<file path="src/rtl/tage_pkg.sv">
// Shared types and helpers for the TAGE base-table (T0) controller.
package tage_pkg;
  localparam int unsigned T0_IDX_MAX = 16;

  typedef logic [1:0] ctr_t;

  typedef enum logic {INIT, RUN} t0_state_e;

  // idx is carried at full width so one entry type fits any table size
  typedef struct packed {
    logic [T0_IDX_MAX-1:0] idx;
    ctr_t                  ctr;
  } uq_entry_t;

  function automatic ctr_t sat_inc(input ctr_t c);
    return (c == 2'b11) ? c : c + 2'b01;
  endfunction

  function automatic ctr_t sat_dec(input ctr_t c);
    return (c == 2'b00) ? c : c - 2'b01;
  endfunction

  function automatic logic [T0_IDX_MAX-1:0] t0_index(input logic [31:0] pc,
                                                     input logic [T0_IDX_MAX-1:0] ghr,
                                                     input int unsigned bits);
    logic [T0_IDX_MAX-1:0] mask;
    mask = T0_IDX_MAX'((32'd1 << bits) - 32'd1);
    return (pc[T0_IDX_MAX+1:2] ^ ghr) & mask;
  endfunction
endpackage

</file>
<file path="src/rtl/tage_uq_fifo.sv">
// Circular update queue; entries are presented oldest-first so the
// forwarding compare can pick the youngest match by position.
module tage_uq_fifo
  import tage_pkg::*;
#(
  parameter int unsigned DEPTH = 4
) (
  input  logic                  clk_i,
  input  logic                  rst_ni,
  input  logic                  push_i,
  input  uq_entry_t             push_data_i,
  input  logic                  pop_i,
  output uq_entry_t [DEPTH-1:0] ord_o,
  output logic      [DEPTH-1:0] vld_o,
  output logic                  full_o,
  output logic                  empty_o
);
  localparam int unsigned PW = $clog2(DEPTH);

  uq_entry_t [DEPTH-1:0] mem_q;
  logic [PW-1:0]         head_q, tail_q;
  logic [PW:0]           cnt_q;

  assign full_o  = (cnt_q == (PW+1)'(DEPTH));
  assign empty_o = (cnt_q == '0);

  always_comb begin
    for (int i = 0; i < DEPTH; i++) begin
      ord_o[i] = mem_q[head_q + PW'(i)];
      vld_o[i] = (cnt_q > (PW+1)'(i));
    end
  end

  always_ff @(posedge clk_i or negedge rst_ni) begin
    if (!rst_ni) begin
      mem_q  <= '0;
      head_q <= '0;
      tail_q <= '0;
      cnt_q  <= '0;
    end else begin
      if (push_i) begin
        mem_q[tail_q] <= push_data_i;
        tail_q        <= tail_q + PW'(1);
      end
      if (pop_i) head_q <= head_q + PW'(1);
      cnt_q <= cnt_q + (PW+1)'(push_i) - (PW+1)'(pop_i);
    end
  end
endmodule

</file>
<file path="src/rtl/tage_t0_ctrl.sv">
// T0 bimodal table access controller: init sweep, lookup/update
// arbitration on a single-ported SRAM, and queued-update forwarding.
module tage_t0_ctrl
  import tage_pkg::*;
#(
  parameter int unsigned INDEX_BITS = 10,
  parameter int unsigned GHR_BITS   = 2,
  parameter int unsigned UQ_DEPTH   = 4,
  parameter ctr_t        INIT_CTR   = 2'b01
) (
  input  logic                  clk_i,
  input  logic                  rst_ni,
  input  logic                  lookup_valid_i,
  input  logic [31:0]           lookup_pc_i,
  input  logic [GHR_BITS-1:0]   lookup_ghr_i,
  output logic                  lookup_ready_o,
  output logic                  pred_valid_o,
  output ctr_t                  pred_ctr_o,
  input  logic                  update_valid_i,
  input  logic [31:0]           update_pc_i,
  input  logic [GHR_BITS-1:0]   update_ghr_i,
  input  logic                  update_taken_i,
  input  ctr_t                  update_pred_i,
  output logic                  update_ready_o,
  output logic                  mem_en_o,
  output logic                  mem_we_o,
  output logic [INDEX_BITS-1:0] mem_addr_o,
  output ctr_t                  mem_wdata_o,
  input  ctr_t                  mem_rdata_i,
  output logic                  init_done_o
);
  t0_state_e             state_q, state_d;
  logic [INDEX_BITS-1:0] sweep_q, sweep_d;
  logic                  pred_valid_q, fwd_hit_q, fwd_hit_d;
  ctr_t                  fwd_ctr_q, fwd_ctr_d, pred_hold_q;

  uq_entry_t [UQ_DEPTH-1:0] uq_ord;
  logic      [UQ_DEPTH-1:0] uq_vld;
  logic                     uq_full, uq_empty;

  logic [T0_IDX_MAX-1:0] lk_idx, up_idx;
  ctr_t                  up_new;
  uq_entry_t             push_ent;
  logic                  run, lk_acc, up_acc, push, drain;

  assign lk_idx   = t0_index(lookup_pc_i, T0_IDX_MAX'(lookup_ghr_i), INDEX_BITS);
  assign up_idx   = t0_index(update_pc_i, T0_IDX_MAX'(update_ghr_i), INDEX_BITS);
  assign up_new   = update_taken_i ? sat_inc(update_pred_i) : sat_dec(update_pred_i);
  assign push_ent = '{idx: up_idx, ctr: up_new};

  assign run            = (state_q == RUN);
  assign lookup_ready_o = run && !uq_full;
  assign update_ready_o = run && !uq_full;
  assign lk_acc         = lookup_valid_i && lookup_ready_o;
  assign up_acc         = update_valid_i && update_ready_o;
  // Unchanged counters never need a write, so they are accepted and dropped.
  assign push           = up_acc && (up_new != update_pred_i);
  assign drain          = run && !uq_empty && (uq_full || !lookup_valid_i);

  // Qualified with rst_ni so the SRAM sees no activity while reset is held.
  assign mem_en_o    = rst_ni && (!run || lk_acc || drain);
  assign mem_we_o    = rst_ni && (!run || drain);
  assign mem_addr_o  = !mem_en_o ? '0 :
                       !run      ? sweep_q :
                       lk_acc    ? lk_idx[INDEX_BITS-1:0] : uq_ord[0].idx[INDEX_BITS-1:0];
  assign mem_wdata_o = !mem_we_o ? '0 : (!run ? INIT_CTR : uq_ord[0].ctr);

  assign pred_valid_o = pred_valid_q;
  assign pred_ctr_o   = !pred_valid_q ? pred_hold_q : (fwd_hit_q ? fwd_ctr_q : mem_rdata_i);
  assign init_done_o  = run;

  tage_uq_fifo #(.DEPTH(UQ_DEPTH)) u_uq (
    .clk_i       (clk_i),
    .rst_ni      (rst_ni),
    .push_i      (push),
    .push_data_i (push_ent),
    .pop_i       (drain),
    .ord_o       (uq_ord),
    .vld_o       (uq_vld),
    .full_o      (uq_full),
    .empty_o     (uq_empty)
  );

  // Later (younger) matches override earlier ones; a same-cycle enqueue is youngest.
  always_comb begin
    fwd_hit_d = 1'b0;
    fwd_ctr_d = '0;
    for (int i = 0; i < UQ_DEPTH; i++) begin
      if (uq_vld[i] && (uq_ord[i].idx == lk_idx)) begin
        fwd_hit_d = 1'b1;
        fwd_ctr_d = uq_ord[i].ctr;
      end
    end
    if (push && (up_idx == lk_idx)) begin
      fwd_hit_d = 1'b1;
      fwd_ctr_d = up_new;
    end
  end

  always_comb begin
    state_d = state_q;
    sweep_d = sweep_q;
    if (state_q == INIT) begin
      sweep_d = sweep_q + INDEX_BITS'(1);
      if (sweep_q == '1) state_d = RUN;
    end
  end

  always_ff @(posedge clk_i or negedge rst_ni) begin
    if (!rst_ni) begin
      state_q      <= INIT;
      sweep_q      <= '0;
      pred_valid_q <= 1'b0;
      fwd_hit_q    <= 1'b0;
      fwd_ctr_q    <= '0;
      pred_hold_q  <= '0;
    end else begin
      state_q      <= state_d;
      sweep_q      <= sweep_d;
      pred_valid_q <= lk_acc;
      fwd_hit_q    <= lk_acc && fwd_hit_d;
      if (lk_acc) fwd_ctr_q <= fwd_ctr_d;
      if (pred_valid_q) pred_hold_q <= pred_ctr_o;
    end
  end
endmodule

</file>
<file path="config.mk">
export PLATFORM = sky130hd
export DESIGN_NAME = tage_t0_ctrl
export DESIGN_NICKNAME = d
export VERILOG_FILES = /design/src/rtl/tage_pkg.sv /design/src/rtl/tage_uq_fifo.sv /design/src/rtl/tage_t0_ctrl.sv
export SDC_FILE = /design/constraint.sdc
export NUM_CORES = 1
export LEC_CHECK = 0
export CELL_PAD_IN_SITES_DETAIL_PLACEMENT = 1
export CELL_PAD_IN_SITES_GLOBAL_PLACEMENT = 1
export CORE_UTILIZATION = 41
export DETAILED_ROUTE_END_ITERATION = 8
export PLACE_DENSITY_LB_ADDON = 0.1
export SLEW_MARGIN = 20
export SYNTH_ARGS = -nofsm -noshare
export SYNTH_HDL_FRONTEND = slang
export SYNTH_SLANG_ARGS = --single-unit
export TNS_END_PERCENT = 100
</file>
<file path="constraint.sdc">
create_clock -name clk_i -period 4.2 [get_ports clk_i]
set_clock_uncertainty 0.15 [all_clocks]
set_input_delay 1.05 -clock clk_i [delete_from_list [all_inputs] [get_ports clk_i]]
set_output_delay 1.05 -clock clk_i [all_outputs]
set_load 0.05 [all_outputs]
</file>
==> results of run 1 <==
[synthesized netlist by cell type, types with 6 or more instances]
cell type                  count  share of area
sky130_fd_sc_hd__a21oi_1      15          0.015
sky130_fd_sc_hd__xor2_1       12          0.021
sky130_fd_sc_hd__inv_1        10         0.0074
sky130_fd_sc_hd__mux2i_1      35          0.069
sky130_fd_sc_hd__mux2_2       40          0.089
sky130_fd_sc_hd__dfrtp_1      72           0.36
sky130_fd_sc_hd__o21ai_0      23          0.023
sky130_fd_sc_hd__clkbuf_1     18          0.013
sky130_fd_sc_hd__xnor2_1      61           0.11
sky130_fd_sc_hd__nand2_1      45          0.033
sky130_fd_sc_hd__mux4_2       21          0.094
sky130_fd_sc_hd__nor3_1       10         0.0099
sky130_fd_sc_hd__nor4_1        6         0.0074
sky130_fd_sc_hd__ha_1         10          0.025
sky130_fd_sc_hd__nor2_1       21          0.016
sky130_fd_sc_hd__nand3_1      11          0.011
[registers in the layout, summed over array words and instances (netlist names)]
signal / count
pred_hold_q: 2
sweep_q: 10
init_done_o: 1
fwd_hit_q: 1
u_uq.cnt_q: 3
u_uq.tail_q: 2
u_uq.head_q: 2
u_uq.mem_q: 48
fwd_ctr_q: 2
pred_valid_o: 1
[critical path, cell delays in order]
cell and delay [ps]:
sky130_fd_sc_hd__clkdlybuf4s50_1 460, sky130_fd_sc_hd__nand2_1 210, sky130_fd_sc_hd__inv_1 180, sky130_fd_sc_hd__buf_4 210
sky130_fd_sc_hd__a221oi_1 410, sky130_fd_sc_hd__nor2_1 80, sky130_fd_sc_hd__buf_4 200
[placed cells by master (no fill, tap or decap), types with 3 or more instances in the layout]
cell type                          n
sky130_fd_sc_hd__dfrtp_1          70
sky130_fd_sc_hd__xnor2_1          61
sky130_fd_sc_hd__nand2_1          45
sky130_fd_sc_hd__mux2_2           40
sky130_fd_sc_hd__clkdlybuf4s50_1  37
sky130_fd_sc_hd__mux2i_1          35
sky130_fd_sc_hd__buf_4            30
sky130_fd_sc_hd__o21ai_0          23
sky130_fd_sc_hd__nor2_1           21
sky130_fd_sc_hd__mux4_2           21
sky130_fd_sc_hd__a21oi_1          13
sky130_fd_sc_hd__xor2_1           12
sky130_fd_sc_hd__nand3_1          11
sky130_fd_sc_hd__inv_1            10
sky130_fd_sc_hd__nor3_1           10
sky130_fd_sc_hd__ha_1             10
sky130_fd_sc_hd__clkbuf_16         9
sky130_fd_sc_hd__nor4_1            6
sky130_fd_sc_hd__and3_1            5
sky130_fd_sc_hd__nor2b_1           5
sky130_fd_sc_hd__a31oi_1           5
sky130_fd_sc_hd__nand4_1           4
sky130_fd_sc_hd__nand2b_1          3
sky130_fd_sc_hd__a311oi_2          3
sky130_fd_sc_hd__a211oi_2          3
sky130_fd_sc_hd__or4_1             3
sky130_fd_sc_hd__bufinv_16         3
sky130_fd_sc_hd__buf_12            3
[power by group]
part / total, mW / switching, mW / internal [mW]
logic: 0.158 / 0.0885 / 0.0692
registers: 0.694 / 0 / 0.694
clock network: 0.905 / 0.324 / 0.581
total: 1.76 / 0.412 / 1.34
[how the worst max path moves through the flow]
stage	start	endpoint	slack, ps	cells past startpoint
2_1_floorplan	init_done_o$_DFF_PN0_	mem_addr_o[7]	-60	6
3_3_place_gp	lookup_ghr_i[1]	fwd_ctr_q[0]$_DFFE_PN0P_	260	9
3_5_place_dp	lookup_ghr_i[1]	fwd_ctr_q[0]$_DFFE_PN0P_	230	9
4_1_cts	lookup_valid_i	mem_addr_o[9]	270	7
5_1_grt	lookup_valid_i	mem_addr_o[9]	100	7
6_report	lookup_valid_i	mem_addr_o[9]	200	7
[cells by family after synthesis]
family / Yosys count
buffers and inverters: 42
muxes: 96
adders and majority gates: 11
and+or+nand+nor: 122
DFF: 72
AOI/OAI and AO/OA: 66
xor gates and xnor gates: 73
[routing by layer]
metal,vias to the layer above,part of all wire,track usage
li1,1827,-,-
met1,1963,0.47,0.317
met2,65,0.49,0.380
met3,15,0.028,0.0375
met4,0,0.017,0.0842
met5,-,0,0
[layout make-up]
cell class	count	area, µm²	area share
clock inverter	7	120	0.0196
inverter	10	37.5	0.00612
tap	147	184	0.0300
multi-input combinational	368	3100	0.505
sequential	72	1800	0.294
timing repair buffer	71	661	0.108
clock buffer	9	225	0.0367
==> results.txt, run 1 <==
The run finished with clean final reports. The logs give 0.357 for the sequential share of the synthesized area and 0 for the count of hold-fix buffers inserted at cts. The number of global-route vias before repair is 4060. The share of cells above drive strength 1 was 0.235; the highest clock rate was 0.250 GHz. The compound-gate portion of the synthesized area is 0.0810, and the power per unit of standard cell area is 286 nW/µm².

The first global-routing pass estimated 22400 µm of wire. The slack of the worst reg-to-reg path is 620 ps. The floorplan step set the die width to 113 µm.

Share of async-settable or async-resettable flops after synthesis: 1.00. The minimum clock period works out to 4000 ps. The clock drives 72 sinks.

The count of unresolved DRC violations after routing is 0. The synthesized design contains 72 register bits. For hold timing, the worst endpoint is sweep_q[2]$_DFFE_PN0N_. The total clock buffers created by CTS was 9.

TritonCTS built the clock tree. In this run the critical register-to-register path is captured at fwd_ctr_q[0]$_DFFE_PN0P_. The iteration count of the initial detailed-routing pass came out at 4. The tools report the launching point of the worst reg2reg path as u_uq.head_q[0]$_DFFE_PN0P_. Clock latency on the worst-skew pair: 350 ps. The tools report the count of endpoints failing hold in the final timing report as 0. In the synthesized netlist the dominant register cell turns out to be sky130_fd_sc_hd__dfrtp_1. The detailed-route wire length per cell is 19.9 µm, and the cell area after placement is 5780 µm². The tool flagged a number of max-cap violations equal to 0. Timing analysis after detailed placement gives a worst setup slack of 226 ps.

CTS placed an instance of sky130_fd_sc_hd__clkbuf_16 at the clock tree root. The number of instances in the synthesized netlist was 482. The H-tree depth reported by CTS was 3; the count of instances resized after the clock tree is built was 0.

During synthesis, Yosys emitted a total of 0 warnings. The number of filler cells placed in the layout was 1314; the depth of the most critical reg-to-reg path was 8. The run gives 0.510 as the core occupancy in the finished layout. Sort of element at the end of the critical path: an output pin.

Summed over all failing endpoints, the final setup total negative slack is 0 ps. For this block, the initial DRC count from the detailed router was 196. The portion of the clock cycle consumed by the worst path in the final layout was 0.953. The share of synthesized cell area in full adder, half adder and majority cells is 0.0287.

The logs give 0.234 for the global router's overall resource usage and 3000 ps for the required time reported for the critical path endpoint. Number of slew-limit violations in the final report: 0. The standard cell core area was 12000 µm²; the via density per instance was 5.66. The logs give 2800 ps for the arrival time of data at the critical path endpoint and 668 for the number of placed instances with taps included.

The synthesized-area fraction occupied by and/or/nand/nor cells was 0.115. The xor-xnor portion of the synthesized cell area was 0.127; the power consumption was 1.76 mW. The clock transition time at the flip-flop clock pins of the worst setup and hold paths works out to 60 ps. The category of the most critical setup path is in2out. The remaining max-slew budget at the tightest pin is 0.425.

The tools report the final cell count without fillers as 684. Buffers added to address setup during post-CTS repair amount to 0. From bottom edge to top edge, the die measures 113 µm.

The run gives 350 ps as the worst hold margin. The repair_antennas step left the layout with diodes totalling 0. The logs give 10200 µm for the detailed placer's ending HPWL and 0.798 for the final RePlAce weighted congestion. The clock passes through at most 2 buffers. Detailed routing inserted a total of 3870 vias. The number of nets in the synthesized netlist is 570. The full die area is 12800 µm². For the floorplan row count, the log shows 40. The multiplexer share of the synthesized area is 0.252. The count of nets left with antenna violations once routing finished came out at 0. Counting flops with a built-in enable in the synthesized netlist gives 0. The number of top-level design ports is 97, and the final global-route overflow total is 0.

The number of endpoints failing setup at the final stage is 0, and the peak ir drop on the vdd network is 0.146 mV. The worst hold path begins at sweep_q[2]$_DFFE_PN0N_. By area, the combinational part of the netlist is dominated by multiplexers. Compared with the post-synthesis result, the final layout area differs by 21.4%. Final worst setup slack: 197 ps.

Setup repair after global routing left no endpoint under its margin. The run gives 0.421 as the starting utilization of the core area. The reported leakage power is 2.44 nW, and the final instance area is 6130 µm². After the last flow step, the layout net total stands at 620. The number of stages on the worst hold path was 1. Summed over all layers, the routed wires come to 13600 µm. The path class of the lowest-slack min-delay path was reg2reg. At the pin with the least slew margin, the transition time is 862 ps. A synthesized cell averages 10.5 µm². The tools report the number of library cell types mapped by synthesis as 45. The initial antenna violation count was 0. The worst setup path is launched from a primary input. Entering global routing, the biggest net connects 51 pins.

The top fanout value on the critical path was 8. Input and output buffers added on the ports amount to 52. The cell area that synthesis handed to floorplanning was 5050 µm².
Note: power is estimated with default switching activity, not from simulation.
==> inputs of run 2 (changes only) <==
CORE_MARGIN = 4   (was not set)
REMOVE_ABC_BUFFERS = 1   (was not set)
==> run 2 against run 1 <==
Effect of this change:
- sequential cell count unchanged
- sequential share of layout area increased by 0.16 points
- setup slack better by 59 ps
- critical path depth increased by 1
- routed wire length decreased by 1.2%
- combinational power shrank 3%
- clock power shrank 5.1%
- first-iteration DRC count is 11% lower
- count of clock-buffer cells in the layout rose by 5
- maximum frequency increased by 1.5%
- critical endpoint is now mem_addr_o[0]
- largest cell class unchanged
- highest routed layer unchanged
==> results.txt, run 2 (same netlist as run 1, synthesis figures left out) <==
The flow ran to the end, and the final reports show no timing, DRC or antenna violations. Starting utilization of the core area: 0.421 (unchanged). The power consumption was 1.71 mW (was 1.76 mW); the number of slew-limit violations in the final report was 0 (unchanged).

The biggest cell delay along the critical path works out to 450 ps (was 460 ps). The slack of the worst reg-to-reg path was 730 ps (was 620 ps); the flip-flop count of the largest register, all copies and words added was 48 (unchanged). Clock latency on the worst-skew pair: 340 ps (was 350 ps). The final cell count without fillers was 685 (was 684); the final global-route overflow total was 0 (unchanged). The logs give 0 (unchanged) for the antenna violation net count after detailed routing and 3 (unchanged) for the H-tree depth reported by CTS.

The run gives 0 (unchanged) as the total of max-cap violations. The wire length the detailed router placed on met1 is 6420 µm (was 6400 µm), and the wire length on met2 is 6390 µm (was 6630 µm). The tools report the number of nets in the layout as 621 (was 620).

The top fanout value on the critical path was 11 (was 8); the first-pass GRT wire length was 22000 µm (was 22400 µm). The family with the most delay on the worst path was buffers and inverters (unchanged). The iteration count of the initial detailed-routing pass was 4 (unchanged). The count of endpoints failing hold in the final timing report was 0 (unchanged). Most common library cell in the layout ignoring fill and taps: sky130_fd_sc_hd__dfrtp_1 (unchanged). For the total via count in the routed design, the log shows 3856 (was 3870). The portion of the clock cycle consumed by the worst path in the final layout is 0.939 (was 0.953), and the sum of buffers and inverters on the critical path is 3 (was 4). The count of unresolved DRC violations after routing came out at 0 (unchanged). The number of placed instances with taps included was 669 (was 668). The area added between synthesis and finish came out at 20.7% (was 21.4%). The width of the chip was 119 µm (was 113 µm).

For the number of top-level design ports, the log shows 97 (unchanged). The arrival time of data at the critical path endpoint was 2740 ps (was 2800 ps); the count of hold-fix buffers inserted at cts was 0 (unchanged). Critical path cell sequence: clkdlybuf4s50_1, o21ai_0, nand2_1, a21boi_0, a21oi_1, buf_4, a211oi_1, buf_4 (was clkdlybuf4s50_1, nand2_1, inv_1, buf_4, a221oi_1, nor2_1, buf_4). The required time reported for the critical path endpoint was 3000 ps (about the same). The global router's overall resource usage was 0.199 (was 0.234); the standard cell core area was 12000 µm² (unchanged). The startpoint of the most critical hold path is sweep_q[2]$_DFFE_PN0N_ (unchanged).

The library cell contributing the largest single delay on the critical path is sky130_fd_sc_hd__clkdlybuf4s50_1 (unchanged). The total clock buffers created by CTS is 9 (unchanged), and the largest net degree at the start of global routing is 40 (was 51). The clock transition time at the flip-flop clock pins of the worst setup and hold paths is 50 ps (was 60 ps), and the sum of met3 wire segment lengths after detailed routing is 394 µm (was 383 µm). The number of antenna cells inserted is 0 (unchanged), and the number of global-route vias before repair is 4046 (was 4060).

The maximum buffer depth of the clock tree is 2 (unchanged). The run gives 72 (unchanged) as the CTS sink count. The minimum clock period works out to 3940 ps (was 4000 ps). The register containing the most flip-flops in the final layout is u_uq.mem_q (unchanged).

The detailed router's first-iteration violation count is 175 (was 196). The launching point of the worst reg2reg path was u_uq.head_q[0]$_DFFE_PN0P_ (unchanged). The wire length reported by the detailed router came out at 13500 µm (was 13600 µm). The category of the most critical setup path was in2out (unchanged).

The run gives 0 (unchanged) as the number of endpoints failing setup at the final stage. The final setup TNS is 0 ps (unchanged), and the floorplan row count is 40 (unchanged). The most numerous cell on the critical path is sky130_fd_sc_hd__buf_4 (unchanged). Via density per instance: 5.63 (was 5.66). TritonCTS built the clock tree. The tools report the remaining max-slew budget at the tightest pin as 0.456 (was 0.425).

The number of filler cells placed in the layout came out at 1279 (was 1314). The sort of element at the end of the critical path is an output pin (unchanged). Setup repair after global routing left no endpoint under its margin.

Registers with the most flip-flops: u_uq.mem_q (48), sweep_q (10), u_uq.cnt_q (3) (unchanged). The power per unit of standard cell area came out at 280 nW/µm² (was 286 nW/µm²). The path class of the lowest-slack min-delay path was reg2reg (unchanged). The actual transition at the worst max-transition pin works out to 810 ps (was 862 ps). Share of cells above drive strength 1: 0.216 (was 0.235). The number of stages on the worst hold path is 1 (unchanged). Top library cells by usage in the layout, fill and taps aside: 70 x sky130_fd_sc_hd__dfrtp_1, 61 x sky130_fd_sc_hd__xnor2_1, 45 x sky130_fd_sc_hd__nand2_1 (unchanged). The detailed-route wire length per cell came out at 19.7 µm (was 19.9 µm). For the detailed placer's ending HPWL, the log shows 10300 µm (was 10200 µm). For the final RePlAce weighted congestion, the log shows 0.777 (was 0.798).

The clock root buffer is sky130_fd_sc_hd__clkbuf_16 (unchanged). The startpoint kind of the worst setup timing path is a primary input (unchanged). Reported leakage power: 2.44 nW (about the same). The top layer reached by signal wires is met4 (unchanged). The terminating pin of the worst hold path is sweep_q[2]$_DFFE_PN0N_ (unchanged).

The run gives 0 (unchanged) as the initial antenna violation count. The capture instance of the worst register-to-register path is fwd_ctr_q[0]$_DFFE_PN0P_ (unchanged). The highest clock rate was 0.254 GHz (was 0.250 GHz).

The peak ir drop on the vdd network is 0.193 mV (was 0.146 mV), and the full die area is 14200 µm² (was 12800 µm²). The die height is 119 µm (was 113 µm). The depth of the most critical reg-to-reg path is 8 (unchanged). The number of buffer cells added on primary ports works out to 52 (unchanged).
run 2: stage by stage:
step	worst slack, ps	cell area [µm²]	utilization	hold slack (ps)
2_1_floorplan	-2810	4890	-	302
6_report	256	6100	0.508	346
3_3_place_gp	156	5760	0.479	328
5_1_grt	33.0	6100	0.508	371
3_5_place_dp	58.9	5760	0.479	336
4_1_cts	157	6090	0.507	348
run 2: how the worst max path moves through the flow:
stage | from | endpoint | slack, ps | depth (start not counted)
after detailed placement | lookup_ghr_i[0] | fwd_ctr_q[0]$_DFFE_PN0P_ | 60 | 9
after floorplan | init_done_o$_DFF_PN0_ | mem_addr_o[4] | -2810 | 5
final | lookup_valid_i | mem_addr_o[0] | 260 | 8
after global routing | lookup_valid_i | mem_addr_o[0] | 30 | 8
after global placement | lookup_ghr_i[0] | fwd_ctr_q[0]$_DFFE_PN0P_ | 160 | 9
after CTS | lookup_valid_i | mem_addr_o[7] | 160 | 8
run 2: worst register-to-register path, delay by kind of cell (launching register included):
kind,cells,cell delay (ps)
muxes,1,620
DFF,1,880
xor gates and xnor gates,1,150
and+or+nand+nor,2,740
AOI/OAI and AO/OA,4,790
run 2: per-layer routing:
layer,global-route usage,vias to the layer above
met3,0.0299,14
met4,0.0746,0
met5,0,-
met1,0.277,1944
li1,-,1831
met2,0.314,67
run 2: power breakdown:
part,switching (mW),internal (mW)
sequential,0,0.694
combinational,0.0860,0.0683
clock,0.290,0.569
total,0.376,1.33
run 2: final cells by class:
cell class | count | area, µm² | area share
inverters | 10 | 37.5 | 0.00616
flip-flops and latches | 72 | 1800 | 0.296
clock buffers | 14 | 274 | 0.0450
multi-input cells | 368 | 3060 | 0.501
well taps | 147 | 184 | 0.0302
repair buffers | 72 | 681 | 0.112
clock inverters | 2 | 60.1 | 0.00985
run 2: what timing repair did:
action	CTS	global route
buffers inserted	0	0
resized for setup	0	1
setup endpoints to repair	0	1
